`config.mk`:
```
export PLATFORM = sky130hd
export DESIGN_NAME = task_handshake_monitor
export DESIGN_NICKNAME = d
export VERILOG_FILES = /design/src/rtl/task_handshake_monitor.sv
export SDC_FILE = /design/constraint.sdc
export NUM_CORES = 1
export LEC_CHECK = 0
export ABC_AREA = 1
export ABC_CLOCK_PERIOD_IN_PS = 3570
export CORE_ASPECT_RATIO = 0.8
export CORE_MARGIN = 3
export CORE_UTILIZATION = 35
export CTS_CLUSTER_SIZE = 30
export DETAILED_ROUTE_END_ITERATION = 6
export GPL_ROUTABILITY_DRIVEN = 1
export PLACE_DENSITY_LB_ADDON = 0.1
export SETUP_SLACK_MARGIN = 0.4
export SLEW_MARGIN = 15
export SYNTH_ARGS = -nofsm -noshare
export SYNTH_HDL_FRONTEND = slang
export SYNTH_SLANG_ARGS = --single-unit
```
`constraint.sdc`:
```
create_clock -name clk -period 3.57 [get_ports clk]
set_input_delay 0.357 -clock clk [delete_from_list [all_inputs] [get_ports clk]]
set_output_delay 0.357 -clock clk [all_outputs]
set_load 0.05 [all_outputs]
```
`src/rtl/task_handshake_monitor.sv`:
```
// Watches start/busy/irq on NUM_CH engine channels, times each task and queues one
// {chan, cycles, err} completion record per task behind a valid/ready FIFO.
module task_handshake_monitor #(
    parameter int NUM_CH     = 3,
    parameter int CNT_W      = 16,
    parameter int FIFO_DEPTH = 4,
    parameter int START_TO   = 8,
    parameter int IRQ_WIN    = 4
) (
    input  logic                          clk,
    input  logic                          reset,
    input  logic [NUM_CH-1:0]             ch_start,
    input  logic [NUM_CH-1:0]             ch_busy,
    input  logic [NUM_CH-1:0]             ch_irq,
    output logic                          rec_valid,
    input  logic                          rec_ready,
    output logic [2:0]                    rec_chan,
    output logic [CNT_W-1:0]              rec_cycles,
    output logic [1:0]                    rec_err,
    output logic [$clog2(FIFO_DEPTH):0]   fifo_level,
    output logic [NUM_CH-1:0]             ch_active,
    output logic [NUM_CH-1:0]             proto_err,
    output logic [7:0]                    drop_cnt
);

    localparam int PTR_W  = $clog2(FIFO_DEPTH);
    localparam int TAIL_W = $clog2(IRQ_WIN + 1);
    localparam logic [CNT_W-1:0] CNT_MAX  = '1;
    localparam logic [PTR_W:0]   LVL_FULL = (PTR_W + 1)'(FIFO_DEPTH);
    localparam logic [PTR_W:0]   LVL_ONE  = (PTR_W + 1)'(1);
    localparam logic [1:0] E_OK = 2'd0, E_START_TO = 2'd1, E_IRQ_MISS = 2'd2;

    generate
        if (NUM_CH < 1 || NUM_CH > 8) begin : g_bad_num_ch
            $error("task_handshake_monitor: NUM_CH must be 1..8");
        end
        if (FIFO_DEPTH < 2 || FIFO_DEPTH > 16 || (FIFO_DEPTH & (FIFO_DEPTH - 1)) != 0) begin : g_bad_depth
            $error("task_handshake_monitor: FIFO_DEPTH must be a power of two in 2..16");
        end
        if (START_TO < 1 || IRQ_WIN < 1) begin : g_bad_timeout
            $error("task_handshake_monitor: START_TO and IRQ_WIN must be at least 1");
        end
    endgenerate

    typedef enum logic [2:0] {S_IDLE, S_ARMED, S_RUN, S_TAIL, S_HOLD} state_t;

    typedef struct packed {
        logic [2:0]       chan;
        logic [CNT_W-1:0] cycles;
        logic [1:0]       err;
    } rec_t;

    state_t           r_state [NUM_CH];
    state_t           w_state_nxt [NUM_CH];
    logic [CNT_W-1:0] r_cnt [NUM_CH];
    logic [CNT_W-1:0] w_cnt_nxt [NUM_CH];
    logic [TAIL_W-1:0] r_tail [NUM_CH];
    logic [TAIL_W-1:0] w_tail_nxt [NUM_CH];
    logic [1:0]       r_err [NUM_CH];
    logic [1:0]       w_err_nxt [NUM_CH];
    logic [NUM_CH-1:0] r_busy_q, r_proto_err, w_viol, w_drop, w_gnt;
    logic [7:0]       r_drop_cnt, w_drop_cnt_nxt;
    logic [3:0]       w_drop_num;
    logic [8:0]       w_drop_sum;
    logic [2:0]       r_rr_ptr, w_rr_ptr_nxt;
    logic             w_push, w_pop, w_full;
    rec_t             w_push_rec, w_head;
    rec_t             r_mem [FIFO_DEPTH];
    logic [PTR_W-1:0] r_wr_ptr, r_rd_ptr;
    logic [PTR_W:0]   r_level;

    function automatic logic [CNT_W-1:0] sat_inc(input logic [CNT_W-1:0] v);
        return (v == CNT_MAX) ? v : v + CNT_W'(1);
    endfunction

    // The counter holds the latency of the current cycle, so it is loaded with 1 on
    // the edge that samples start and freezes on entry to HOLD as the record value.
    always_comb begin
        w_drop_num = '0;
        for (int i = 0; i < NUM_CH; i++) begin
            // NOTE: every always_comb output gets a default first, so no path can infer a latch.
            w_state_nxt[i] = r_state[i];
            w_cnt_nxt[i]   = r_cnt[i];
            w_tail_nxt[i]  = r_tail[i];
            w_err_nxt[i]   = r_err[i];
            w_viol[i]      = 1'b0;
            w_drop[i]      = 1'b0;
            case (r_state[i])
                S_IDLE: begin
                    w_viol[i] = (ch_busy[i] & ~r_busy_q[i]) | ch_irq[i];
                    if (ch_start[i]) begin
                        w_state_nxt[i] = S_ARMED;
                        w_cnt_nxt[i]   = CNT_W'(1);
                        w_err_nxt[i]   = E_OK;
                    end
                end
                S_ARMED: begin
                    w_viol[i] = ch_start[i] | ch_irq[i];
                    if (ch_busy[i]) begin
                        w_state_nxt[i] = S_RUN;
                        w_cnt_nxt[i]   = sat_inc(r_cnt[i]);
                    end else if (r_cnt[i] == CNT_W'(START_TO)) begin
                        w_state_nxt[i] = S_HOLD;
                        w_err_nxt[i]   = E_START_TO;
                    end else begin
                        w_cnt_nxt[i] = sat_inc(r_cnt[i]);
                    end
                end
                S_RUN: begin
                    w_viol[i] = ch_start[i];
                    if (ch_irq[i]) begin
                        w_state_nxt[i] = S_HOLD;
                        w_err_nxt[i]   = E_OK;
                    end else begin
                        w_cnt_nxt[i] = sat_inc(r_cnt[i]);
                        if (!ch_busy[i]) begin
                            w_state_nxt[i] = S_TAIL;
                            w_tail_nxt[i]  = TAIL_W'(1);
                        end
                    end
                end
                S_TAIL: begin
                    w_viol[i] = ch_start[i];
                    if (ch_irq[i]) begin
                        w_state_nxt[i] = S_HOLD;
                        w_err_nxt[i]   = E_OK;
                    end else if (r_tail[i] == TAIL_W'(IRQ_WIN)) begin
                        w_state_nxt[i] = S_HOLD;
                        w_err_nxt[i]   = E_IRQ_MISS;
                    end else begin
                        w_tail_nxt[i] = r_tail[i] + TAIL_W'(1);
                        w_cnt_nxt[i]  = sat_inc(r_cnt[i]);
                    end
                end
                S_HOLD: begin
                    w_drop[i] = ch_start[i];
                    if (w_gnt[i]) w_state_nxt[i] = S_IDLE;
                end
                default: w_state_nxt[i] = S_IDLE;
            endcase
            if (w_drop[i]) w_drop_num = w_drop_num + 4'd1;
        end
        w_drop_sum     = {1'b0, r_drop_cnt} + 9'(w_drop_num);
        w_drop_cnt_nxt = w_drop_sum[8] ? 8'hFF : w_drop_sum[7:0];
    end

    // Round-robin grant over HOLD channels, starting the search at r_rr_ptr.
    always_comb begin
        w_gnt        = '0;
        w_push       = 1'b0;
        w_push_rec   = '0;
        w_rr_ptr_nxt = r_rr_ptr;
        if (!w_full || w_pop) begin
            for (int k = 0; k < NUM_CH; k++) begin
                for (int j = 0; j < NUM_CH; j++) begin
                    if (!w_push && r_state[j] == S_HOLD && ((int'(r_rr_ptr) + k) % NUM_CH) == j) begin
                        w_push       = 1'b1;
                        w_gnt[j]     = 1'b1;
                        w_push_rec   = '{chan: 3'(j), cycles: r_cnt[j], err: r_err[j]};
                        w_rr_ptr_nxt = (j == NUM_CH - 1) ? 3'd0 : 3'(j + 1);
                    end
                end
            end
        end
    end

    // NOTE: sequential state uses non-blocking assignments so every register samples pre-edge values.
    always_ff @(posedge clk) begin
        if (!reset) begin
            for (int i = 0; i < NUM_CH; i++) begin
                r_state[i] <= S_IDLE;
                r_cnt[i]   <= '0;
                r_tail[i]  <= '0;
                r_err[i]   <= E_OK;
            end
            r_busy_q    <= '0;
            r_proto_err <= '0;
            r_drop_cnt  <= '0;
            r_rr_ptr    <= '0;
            r_wr_ptr    <= '0;
            r_rd_ptr    <= '0;
            r_level     <= '0;
        end else begin
            for (int i = 0; i < NUM_CH; i++) begin
                r_state[i] <= w_state_nxt[i];
                r_cnt[i]   <= w_cnt_nxt[i];
                r_tail[i]  <= w_tail_nxt[i];
                r_err[i]   <= w_err_nxt[i];
            end
            r_busy_q    <= ch_busy;
            r_proto_err <= r_proto_err | w_viol;
            r_drop_cnt  <= w_drop_cnt_nxt;
            r_rr_ptr    <= w_rr_ptr_nxt;
            if (w_push) r_wr_ptr <= r_wr_ptr + PTR_W'(1);
            if (w_pop)  r_rd_ptr <= r_rd_ptr + PTR_W'(1);
            if (w_push && !w_pop)      r_level <= r_level + LVL_ONE;
            else if (w_pop && !w_push) r_level <= r_level - LVL_ONE;
        end
    end

    // NOTE: record storage is not reset; the pointers and level define what is valid.
    always_ff @(posedge clk) begin
        if (w_push) r_mem[r_wr_ptr] <= w_push_rec;
    end

    assign w_full     = (r_level == LVL_FULL);
    assign rec_valid  = (r_level != '0);
    assign w_pop      = rec_valid & rec_ready;
    assign w_head     = r_mem[r_rd_ptr];
    assign rec_chan   = rec_valid ? w_head.chan   : 3'd0;
    assign rec_cycles = rec_valid ? w_head.cycles : '0;
    assign rec_err    = rec_valid ? w_head.err    : E_OK;
    assign fifo_level = r_level;
    assign proto_err  = r_proto_err;
    assign drop_cnt   = r_drop_cnt;

    always_comb begin
        for (int i = 0; i < NUM_CH; i++) ch_active[i] = (r_state[i] != S_IDLE);
    end

endmodule

```
# ---- After elaboration in Yosys (flattened, before gate mapping)
# Memories as Yosys holds them, arrays and structs flattened. A register that Yosys moved wholly into a read port is not among the register bits.
# Index checks and enable logic that the tools add are counted.
dict set report op_classes {
  add_sub_neg 15
  div_mod_pow 3
  n_eq_ne 28
  muxes 166
  bitwise 26
  reduce_logical 47
}
# operator count
set op_table {}
lappend op_table {{16-bit 2-to-1 mux} 25}
lappend op_table {{16-bit case mux with 4 select lines} 3}
lappend op_table {{21-bit 2-to-1 mux} 9}
lappend op_table {{3-bit 2-to-1 mux} 55}
lappend op_table {{32-bit by 2-bit == test with 1-bit output (second input constant)} 3}
lappend op_table {{32-bit by 3-bit == test with 1-bit output (second input constant)} 3}
lappend op_table {{32-bit zero test} 3}
lappend op_table {{32-bit by 3-bit modulo with 32-bit output (second input constant)} 2}
lappend op_table {{16-bit by 1-bit adder with 16-bit output (second input constant)} 3}
lappend op_table {{16-bit == test (second input constant)} 3}
lappend op_table {{16-bit by 4-bit == test with 1-bit output (second input constant)} 3}
lappend op_table {{2-bit 2-to-1 mux} 24}
lappend op_table {{3-bit case mux with 5 select lines} 3}
lappend op_table {{1-bit 2-to-1 mux} 34}
lappend op_table {{4-bit by 3-bit modulo with 32-bit output (second input constant)} 1}
lappend op_table {{2-bit case mux with 4 select lines} 3}
lappend op_table {{3-bit == test (second input constant)} 7}
lappend op_table {{1-bit logical AND} 19}
lappend op_table {{3-bit by 2-bit == test with 1-bit output (second input constant)} 6}
lappend op_table {{18-bit 2-to-1 mux} 1}
lappend op_table {{1-bit OR} 18}
lappend op_table {{3-bit case mux with 2 select lines} 3}
lappend op_table {{3-bit by 1-bit adder with 3-bit output (second input constant)} 4}
lappend op_table {{3-bit nonzero test} 4}
lappend op_table {{20 further kinds} 46}
dict set report totals {
  ff_bits 24
  ramBits 156
  inputBits 12
  memories 5
}
# name depth word_bits read_ports rd_clocked_by_memory_dff wr line_no
set memory_table {}
lappend memory_table {r_mem 4 21 1 1 1 68} ;# rec_t r_mem [FIFO_DEPTH];
lappend memory_table {r_cnt 3 16 3 0 3 55} ;# logic [CNT_W-1:0] r_cnt [NUM_CH];
lappend memory_table {r_state 3 3 3 0 3 53} ;# state_t r_state [NUM_CH];
lappend memory_table {r_tail 3 3 3 0 3 57} ;# logic [TAIL_W-1:0] r_tail [NUM_CH];
lappend memory_table {r_err 3 2 3 0 3 59} ;# logic [1:0] r_err [NUM_CH];

# ---- Depth between registers and ports, before layout
# Gate-level depths: netlist (run 1).
dict set report logic_depth {
  ltp_word 49
  mapped_depth 22
}

# ---- Least setup slack after synthesis (run 1)
# OpenSTA, ideal clock, no wires.
dict set report synth_path {
  kind {reg2reg}
  from {reg r_rr_ptr[0]}
  to {mem r_mem[0][0] (netlist bit) (enable)}
  setup_ns 0.397
  arrival_ns 2.585
  required_ns 3.173
  path_slack_ns 0.589
  path_stages_with_launch 14
  path_buffers 1
  period_less_slack_ns 2.981
  cell_sequence {dfxtp_1 -> inv_1 -> ha_1 -> nand3_1 -> nand2_1 -> nor2_1 -> o21ai_1 -> nand3_1 -> a21oi_1 -> o2111ai_1 -> buf_2 -> nand3_2 -> nand2_4 -> nor2_1}
}
dict set report synth_via {
  elab_chain_len 47
}
# element line_no
set synth_lines {}
lappend synth_lines {{start: declaration} 65} ;# logic [2:0] r_rr_ptr, w_rr_ptr_nxt;
lappend synth_lines {{start signal: assignment} 193} ;# r_rr_ptr <= w_rr_ptr_nxt;
lappend synth_lines {{branches (longest 43 deep; another with 32-bit by 3-bit modulo with 32-bit output)} --}
lappend synth_lines {{1-bit 2-to-1 mux (*)} 156} ;# if (!w_push && r_state[j] == S_HOLD && ((int'(r_rr_ptr) + k) % NUM_CH) == j) begin
lappend synth_lines {{1-bit 2-to-1 mux (*)} 153} ;# if (!w_full || w_pop) begin
lappend synth_lines {{1-bit 2-to-1 mux (*)} 203} ;# if (w_push) r_mem[r_wr_ptr] <= w_push_rec;
lappend synth_lines {{1-bit 2-to-1 mux (implied by the code) (*)} 203}
lappend synth_lines {{end: declaration} 68}
# Every way passes the cells marked *. The select of a mux whose other input is x is not followed.

==> results of run 1 <==
## metrics by stage
step	total power [mW]	instance area [sq um]	hold slack (ps)	setup WS, ps	utilization (%)
after global placement	6.58	10700	446	408	39.1
final	8.42	11400	462	575	41.4
after CTS	8.42	11300	464	429	41.1
after global routing	8.99	11400	489	357	41.4
after floorplan	5.45	9880	429	589	-
after detailed placement	6.56	10700	448	366	39.1
## timing repair
action | in CTS | in global routing
resized for setup | 0 | 10
setup buffers | 0 | 7
setup endpoints to repair | 0 | 50
## registers in the layout (all words and copies together) (netlist names), named ones only
| register | count |
|---|---|
| r_wr_ptr | 2 |
| r_tail | 9 |
| r_cnt | 48 |
| r_mem | 80 |
| proto_err | 3 |
| r_err | 6 |
| fifo_level | 3 |
| r_rr_ptr | 2 |
| r_state | 9 |
| r_busy_q | 3 |
| r_rd_ptr | 2 |
| drop_cnt | 8 |
## per-layer routing
| layer | share of wire [%] | track usage [%] | vias up |
|---|---|---|---|
| met5 | 0.16 | 1.23 | - |
| met4 | 0.90 | 4.00 | 2 |
| met3 | 6.2 | 4.52 | 20 |
| met2 | 42 | 28.4 | 246 |
| met1 | 51 | 28.2 | 4252 |
| li1 | - | - | 4532 |
## cell families after synthesis
kind of cell | Yosys count | synth area share (%)
simple gates | 507 | 22.4
other cells | 1 | 0.0380
flops | 177 | 44.0
fa+ha+maj | 26 | 3.44
compound gates | 351 | 19.6
xor+xnor | 18 | 1.60
buf+inv | 225 | 8.94
## worst register-to-register path, stage by stage, from the launching register on
cell and delay [ps]:
sky130_fd_sc_hd__dfxtp_1 360, sky130_fd_sc_hd__inv_1 60, sky130_fd_sc_hd__ha_1 300, sky130_fd_sc_hd__nand3_1 120, sky130_fd_sc_hd__nand2_1 110, sky130_fd_sc_hd__inv_1 100, sky130_fd_sc_hd__nand3_1 110, sky130_fd_sc_hd__nor2_2 60
sky130_fd_sc_hd__nand4_1 150, sky130_fd_sc_hd__buf_4 140, sky130_fd_sc_hd__clkinv_1 260, sky130_fd_sc_hd__a22oi_1 270, sky130_fd_sc_hd__o21ai_0 130, sky130_fd_sc_hd__a31oi_1 540
## synthesized netlist by cell type, types with 2 or more instances
| cell | number |
|---|---|
| sky130_fd_sc_hd__buf_4 | 4 |
| sky130_fd_sc_hd__nand2_2 | 2 |
| sky130_fd_sc_hd__a21oi_1 | 128 |
| sky130_fd_sc_hd__nor2_4 | 3 |
| sky130_fd_sc_hd__buf_1 | 4 |
| sky130_fd_sc_hd__o221ai_1 | 11 |
| sky130_fd_sc_hd__clkinv_1 | 4 |
| sky130_fd_sc_hd__inv_1 | 161 |
| sky130_fd_sc_hd__nor2_2 | 7 |
| sky130_fd_sc_hd__nor3_1 | 37 |
| sky130_fd_sc_hd__clkbuf_1 | 28 |
| sky130_fd_sc_hd__inv_2 | 11 |
| sky130_fd_sc_hd__a211oi_1 | 12 |
| sky130_fd_sc_hd__nand2_4 | 2 |
| sky130_fd_sc_hd__nand2_1 | 175 |
| sky130_fd_sc_hd__fa_1 | 2 |
| sky130_fd_sc_hd__o2111ai_1 | 2 |
| sky130_fd_sc_hd__o22ai_1 | 27 |
| sky130_fd_sc_hd__o41ai_1 | 2 |
| sky130_fd_sc_hd__nand4_1 | 19 |
| sky130_fd_sc_hd__buf_2 | 11 |
| sky130_fd_sc_hd__nand3_2 | 5 |
| sky130_fd_sc_hd__edfxtp_1 | 80 |
| sky130_fd_sc_hd__o21ai_0 | 128 |
| sky130_fd_sc_hd__nor4_1 | 8 |
| sky130_fd_sc_hd__a31oi_1 | 6 |
| sky130_fd_sc_hd__ha_1 | 24 |
| sky130_fd_sc_hd__o211ai_1 | 8 |
| sky130_fd_sc_hd__xor2_1 | 17 |
| sky130_fd_sc_hd__nand3_1 | 45 |
| sky130_fd_sc_hd__and2_1 | 2 |
| sky130_fd_sc_hd__dfxtp_1 | 97 |
| sky130_fd_sc_hd__nor3_2 | 2 |
| sky130_fd_sc_hd__a221oi_1 | 2 |
| sky130_fd_sc_hd__o21ai_1 | 18 |
| sky130_fd_sc_hd__nor2_1 | 195 |
| sky130_fd_sc_hd__o31ai_1 | 3 |
## worst max-delay path by stage
| stage | startpoint | slack [ps] | end |
|---|---|---|---|
| finish | r_rr_ptr[0] | 580 | r_mem[2][11] |
| detailed placement | ch_start[1] | 370 | drop_cnt[3] |
| global route | r_rr_ptr[0] | 360 | fifo_level[2] |
| global placement | ch_start[1] | 410 | drop_cnt[4] |
| floorplan | r_rr_ptr[0] | 590 | r_mem[0][0] |
| CTS | r_state[0][2] | 430 | drop_cnt[3] |
## cell type report
type                    count  area [sq um]  share of cell area (%)
repair buffers             78           658                    5.78
flip-flops and latches    177          4350                    38.1
well taps                 364           455                    4.00
clock inverters            15           143                    1.25
inverters                 177           671                    5.89
clock buffers              17           425                    3.73
multi-input cells         903          4690                    41.2
## power by group through the flow
stage,clock network (mW),logic (mW),registers [mW]
6_report,1.85,3.77,2.80
3_3_place_gp,0,3.73,2.85
3_5_place_dp,0,3.72,2.84
2_1_floorplan,0,2.58,2.87
4_1_cts,1.89,3.73,2.80
5_1_grt,1.97,4.18,2.85
## cell usage in the layout, fill, tap and decap left out, drive strengths merged, types with 3 or more instances in the layout
cell type,netlist,layout
nor2,205,205
inv,173,180
nand2,179,179
o21ai,147,147
a21oi,128,128
dfxtp,97,97
edfxtp,80,80
nand3,51,51
buf,20,49
nor3,39,39
clkdlybuf4s50,0,29
o22ai,27,27
ha,24,24
nand4,19,19
xor2,17,17
clkbuf,28,17
a211oi,12,12
o221ai,11,11
nor4,9,9
clkinv,4,9
o211ai,8,8
a31oi,7,7
clkinvlp,0,3
o31ai,3,3
and2,3,3
==> summary.md, run 1 <==
| Metric | Value |
|---|---|
| Actual slew at the worst max-slew pin | 1120 ps |
| Number of buffers on the longest clock path | 2 |
| RePlAce Congestion | 0.890 |
| Seq/Total Area, Yosys | 44.0% |
| CTS root buf | sky130_fd_sc_hd__clkbuf_16 |
| Router iterations before antenna repair | 5 |
| Max-capacitance violation count | 0 |
| Power share of the sequential group | 33.3% |
| Syn_nets | 1,343 |
| Die Area | 30,300 sq um |
| Worst Reg-to-Reg Cells | 13 |
| Cell type with the largest total area after synthesis | sky130_fd_sc_hd__edfxtp_1 |
| Number of global-route vias before repair | 8,247 |
| Cell Count Post-Placement | 1,692 |
| Share of cells above drive strength 1 | 9.58% |
| Capture point of the worst reg-to-reg path | r_mem[2][11] |
| Final sum of negative setup slack | 0 ps |
| Data required time of the critical path | 3720 ps |
| Antenna Violating Nets Remaining | 0 |
| Area share of the largest cell type after synthesis | 24.3% |
| Area growth from synthesis to layout | 15.3% |
| Die height | 156 um |
| Fin nets | 1,392 |
| Count of flip-flops with a built-in enable after synthesis | 80 |
| CTS hold repair buffers | 0 |
| TritonCTS clock tree | yes |
| I/O pin count | 51 |
| Core outline area | 27,500 sq um |
| First-pass GRT wire length | 46.0 mm |
| Peak ir drop on the vdd network | 0.536 mV |
| Endpoint class of the critical path | flip-flop |
| Hold worst-path end | r_tail[0][8] |
| Number of antenna violations at the first check in global routing | 0 |
| Worst rel slew slack | 25.0% |
| Overall die width | 194 um |
| Number of warnings issued by yosys | 0 |
| Final routed DRC violation total | 0 |
| Pwr Density | 740 nW/um^2 |
| Cell area after technology mapping | 9880 sq um |
| Pleak | 4.32 nW |
| Top delay family on crit path | compound AO/OA/AOI/OAI gates |
| Clock slew at the register clock pins of the worst setup and hold paths | 70 ps |
| Max Fanout on Critical Path | 9 |
| Count of pins over their slew limit | 0 |
| Prevailing post-synth register cell | sky130_fd_sc_hd__dfxtp_1 |
| Worst-case clock skew | 12.1 ps |
| Number of storage elements in the synthesis netlist | 177 |
| Fill cells | 2,806 |
| First DRT Iteration DRCs | 630 |
| Hold Crit Class | flip-flop to flip-flop |
| Max incr delay on CP | 540 ps |
| Cells taking the most area after synthesis | sky130_fd_sc_hd__edfxtp_1, sky130_fd_sc_hd__dfxtp_1, sky130_fd_sc_hd__nor2_1 |
| Final worst path period share | 83.9% |
| Hold Fails Final Rpt | 0 |
| Beginning of the worst hold path | r_tail[0][8] |
| Clock network fraction of design power | 21.9% |
| Port bufs | 49 |
| Fmax | 334 MHz |
| Ratio of routed vias to standard cells | 5.23 |
| Unrepaired setup endpoints after global routing | true |
| Gate count of the mapped netlist | 1,305 |
| Logic pwr share | 44.8% |
| Type of origin of the critical path | flip-flop |
| List of cells traversed by the critical path | inv_1, ha_1, nand3_1, nand2_1, inv_1, nand3_1, nor2_2, nand4_1, buf_4, clkinv_1, a22oi_1, o21ai_0, a31oi_1 |
| Critical path depth in cells | 13 |
| Clock sink count | 177 |
| Average instance area after synthesis | 7.57 sq um |
| Number of clock buffers inserted by TritonCTS | 17 |
| Critical path class | flip-flop to flip-flop |
| Async SR Flop Fraction | 0% |
| Time the final worst path needs with I/O delays and setup | 2990 ps |
| Total congestion overflow | 0 |
| Total via count after detailed routing | 9,052 |
| Crit path buf inv count | 4 |
| Maximum number of pins on one net before global-route repair | 41 |
| Per-cell routed wire length | 16.7 um |
| HPWL after detailed placement | 20.4 mm |
| Total wirelength of the detailed-routed design | 29.0 mm |
| Placement row count | 54 |
| Total global routing track utilization | 19.1% |
| Switching power as a share of total power | 45.4% |
| Cell Int Power | 4.60 mW |
| Count of inserted antenna diode cells | 0 |
| Setup slack of the most critical reg-to-reg path | 580 ps |
| Slowest stage cell on the critical path | sky130_fd_sc_hd__a31oi_1 |
| Net switching component of the power | 3.83 mW |
| Initial standard-cell utilization of the core | 35.9% |
| Arrival time at the worst endpoint | 3140 ps |
| H-tree depth reported by CTS | 4 |
| Final instance count without filler cells | 1,731 |
| Cell count of the worst hold path | 1 |
| Critical R2R Launch | r_rr_ptr[0] |
| Status | complete, no violations |
| Insertion delay of the later-clocked pin in the worst-skew pair | 450 ps |
| Final number of setup-violating endpoints | 0 |
| Distinct cell type count of the synthesized netlist | 50 |
Note: power is estimated with default switching activity, not from simulation.
==> inputs of run 2 (changes only) <==
Settings changed: ABC_CLOCK_PERIOD_IN_PS 3570 to 2400.
Clock period 3.57 ns to 2.4 ns, I/O delays scaled along.
==> run 2 against run 1 <==
  * The run now ends with setup timing left
  * Count of clock-buffer cells in the layout stayed put
  * Critical endpoint is now fifo_level[2]
  * Non-clock buffer count is 209 higher
  * Sequential share of layout area is 8.7 points lower
  * Largest cell class unchanged
  * Maximum frequency is 13% higher
  * Sequential cell count stayed put
  * Power is 92% higher
  * Register-to-register slack worse by 810 ps
==> summary.md, run 2 (synthesized netlist as in run 1, its figures left out) <==
| Metric | Value |
|---|---|
| Status | complete, but fails checks |
| Failing checks | setup timing |
| Worst rel slew slack | 64.6% (+40 points) |
| First-pass GRT wire length | 51.1 mm (+11%) |
| Endpoint class of the critical path | flip-flop |
| Largest register by flop count | r_mem |
| Count of pins over their slew limit | 0 (unchanged) |
| Net switching component of the power | 7.03 mW (+84%) |
| Largest registers | r_mem x80, r_cnt x48 |
| Total via count after detailed routing | 10,067 (+11%) |
| Max incr delay on CP | 350 ps (-190 ps) |
| Final number of setup-violating endpoints | 165 (+165) |
| Arrival time at the worst endpoint | 3020 ps (-120 ps) |
| Most common cell after layout, fill and taps aside | sky130_fd_sc_hd__buf_4 |
| Final sum of negative setup slack | -23,580 ps (-23,580 ps) |
| Die Area | 30,300 sq um (unchanged) |
| CTS root buf | sky130_fd_sc_hd__clkbuf_16 |
| Fraction of met1 tracks used by global routing | 32.2% (+4.0 points) |
| Final routed DRC violation total | 0 (unchanged) |
| Final core utilization | 54.3% (+13 points) |
| Total congestion overflow | 0 (unchanged) |
| Cell Int Power | 9.14 mW (+99%) |
| List of cells traversed by the critical path | inv_2, ha_4, nand3_4, nand4_1, nand3_2, nor2_4, nand3_2, nand2_4, nor2_4, nand3_4, nand3_4, nand2_8, inv_4, ha_4, inv_4, fa_2, nor2_2, nor2_1, nand2_1, o21ai_1, a21oi_1 |
| Clock slew at the register clock pins of the worst setup and hold paths | 80 ps (about the same) |
| Commonest cells after routing, fill and taps aside | sky130_fd_sc_hd__buf_4, sky130_fd_sc_hd__nor2_1, sky130_fd_sc_hd__nand2_1, sky130_fd_sc_hd__inv_1, sky130_fd_sc_hd__a21oi_1 |
| HPWL after detailed placement | 21.9 mm (+7.2%) |
| I/O pin count | 51 (unchanged) |
| Fill cells | 2,524 (-10%) |
| Fin nets | 1,603 (+15%) |
| Initial standard-cell utilization of the core | 35.9% (unchanged) |
| Total global routing track utilization | 21.2% (+2.2 points) |
| Router iterations before antenna repair | 7 (+2) |
| Clock network fraction of design power | 18.4% (-3.5 points) |
| Final instance count without filler cells | 1,942 (+12%) |
| Hold Crit Class | flip-flop to flip-flop |
| Per-cell routed wire length | 17.8 um (+6.3%) |
| Maximum number of pins on one net before global-route repair | 41 (unchanged) |
| Number of global-route vias before repair | 9,092 (+10%) |
| Max-capacitance violation count | 0 (unchanged) |
| Fmax | 379 MHz (+13%) |
| Overall die width | 194 um (unchanged) |
| Unrepaired setup endpoints after global routing | true |
| Die height | 156 um (unchanged) |
| Worst setup slack after layout | -240 ps (-815 ps) |
| Port bufs | 49 (unchanged) |
| Count of inserted antenna diode cells | 0 (unchanged) |
| Share of cells above drive strength 1 | 37.0% (+27 points) |
| Cell Count Post-Placement | 1,818 (+7.4%) |
| Number of buffers on the longest clock path | 2 (unchanged) |
| Insertion delay of the later-clocked pin in the worst-skew pair | 450 ps (about the same) |
| Time the final worst path needs with I/O delays and setup | 2640 ps (-355 ps) |
| CTS hold repair buffers | 0 (unchanged) |
| Flip-flop count of the largest register, all copies and words added | 80 (unchanged) |
| Clock sink count | 177 (unchanged) |
| GR Layer Usage met3 | 4.26% (-0.26 points) |
| Ratio of routed vias to standard cells | 5.18 (-0.87%) |
| Area growth from synthesis to layout | 51.1% |
| Switching power as a share of total power | 43.5% (-2.0 points) |
| Number of clock buffers inserted by TritonCTS | 17 (unchanged) |
| Critical path class | flip-flop to flip-flop |
| Core outline area | 27,500 sq um (unchanged) |
| RePlAce Congestion | 0.884 (-0.62%) |
| H-tree depth reported by CTS | 4 (unchanged) |
| Actual slew at the worst max-slew pin | 525 ps (-600 ps) |
| Hold Fails Final Rpt | 0 (unchanged) |
| Power share of the sequential group | 25.8% (-7.5 points) |
| Type of origin of the critical path | flip-flop |
| First DRT Iteration DRCs | 732 (+16%) |
| Most Frequent Cell on Critical Path | sky130_fd_sc_hd__nand3_4 |
| Placement row count | 54 (unchanged) |
| Final worst path period share | 110% (+26 points) |
| Pleak | 5.86 nW (+36%) |
| Worst-case clock skew | 17.1 ps (+4.95 ps) |
| Antenna Violating Nets Remaining | 0 (unchanged) |
| Layer with the highest usage | met1 |
| Total wirelength of the detailed-routed design | 34.5 mm (+19%) |
| Max Fanout on Critical Path | 3 (-6) |
| Slowest stage cell on the critical path | sky130_fd_sc_hd__dfxtp_2 |
| Global routing usage on met2 | 31.5% (+3.1 points) |
| Number of antenna violations at the first check in global routing | 0 (unchanged) |
| Logic pwr share | 55.7% (+11 points) |
| TritonCTS clock tree | yes |
| Peak ir drop on the vdd network | 0.903 mV (+68%) |
| Pwr Density | 1080 nW/um^2 (+47%) |
| Data required time of the critical path | 2780 ps (-940 ps) |
## run 2: power groups by stage
| stage | registers [mW] | logic, mW | clock network [mW] |
|---|---|---|---|
| after floorplan | 4.29 | 4.27 | 0 |
| final | 4.18 | 9.01 | 2.98 |
| after detailed placement | 4.17 | 6.82 | 0 |
| after global routing | 4.23 | 9.71 | 3.18 |
| after CTS | 4.11 | 7.71 | 3.05 |
| after global placement | 4.16 | 6.84 | 0 |
## run 2: worst paths after layout
path                             startpoint       endpoint  slack (ps)  cells after the start
worst max-delay path            r_rr_ptr[0]  fifo_level[2]        -240                     21
worst min-delay path            r_rd_ptr[1]      flip-flop         460                      2
worst max register to register  r_rr_ptr[0]  fifo_level[2]        -240                     21
worst min register to register  r_rd_ptr[1]      flip-flop         460                      2
## run 2: layout make-up
class                           instances  area [sq um]  area share, %
Clock inverter                         15           189           1.27
Inverter                              177           714           4.79
Clock buffer                           17           425           2.85
Tap cell                              364           455           3.05
Timing Repair inverter                  2          15.0          0.101
Sequential cell                       177          4390           29.4
Timing Repair Buffer                  287          2870           19.2
Multi-Input combinational cell        903          5870           39.3
## run 2: worst max-delay path: cells and delay by family, from the launching register on
kind,cells,cell delay [ps]
AND/OR/NAND/NOR,13,1210
adder cells (fa/ha/maj),3,710
AO/OA/AOI/OAI,2,160
buffers and inverters,3,140
flip-flops,1,350
## run 2: through the flow
step	worst slack [ps]	hold slack (ps)	cell area, sq um	power (mW)
after CTS	-202	458	13500	14.9
after global placement	-436	446	12100	11.0
after global routing	-405	492	14900	17.1
after detailed placement	-436	447	12100	11.0
after floorplan	-300	333	10200	8.56
final	-240	457	14900	16.2
## run 2: per-layer routing
metal | vias up | share of wire, %
li1 | 4963 | -
met1 | 4814 | 50
met4 | 0 | 0.88
met3 | 25 | 6.3
met5 | - | 0
met2 | 265 | 43
## run 2: timing repair
item | in CTS | in global routing
pin swaps | 47 | 82
gates cloned | 9 | 9
hold endpoints to repair | 0 | 0
gates resized for setup | 129 | 282
buffers inserted | 20 | 54
endpoints found under the setup margin | 247 | 259
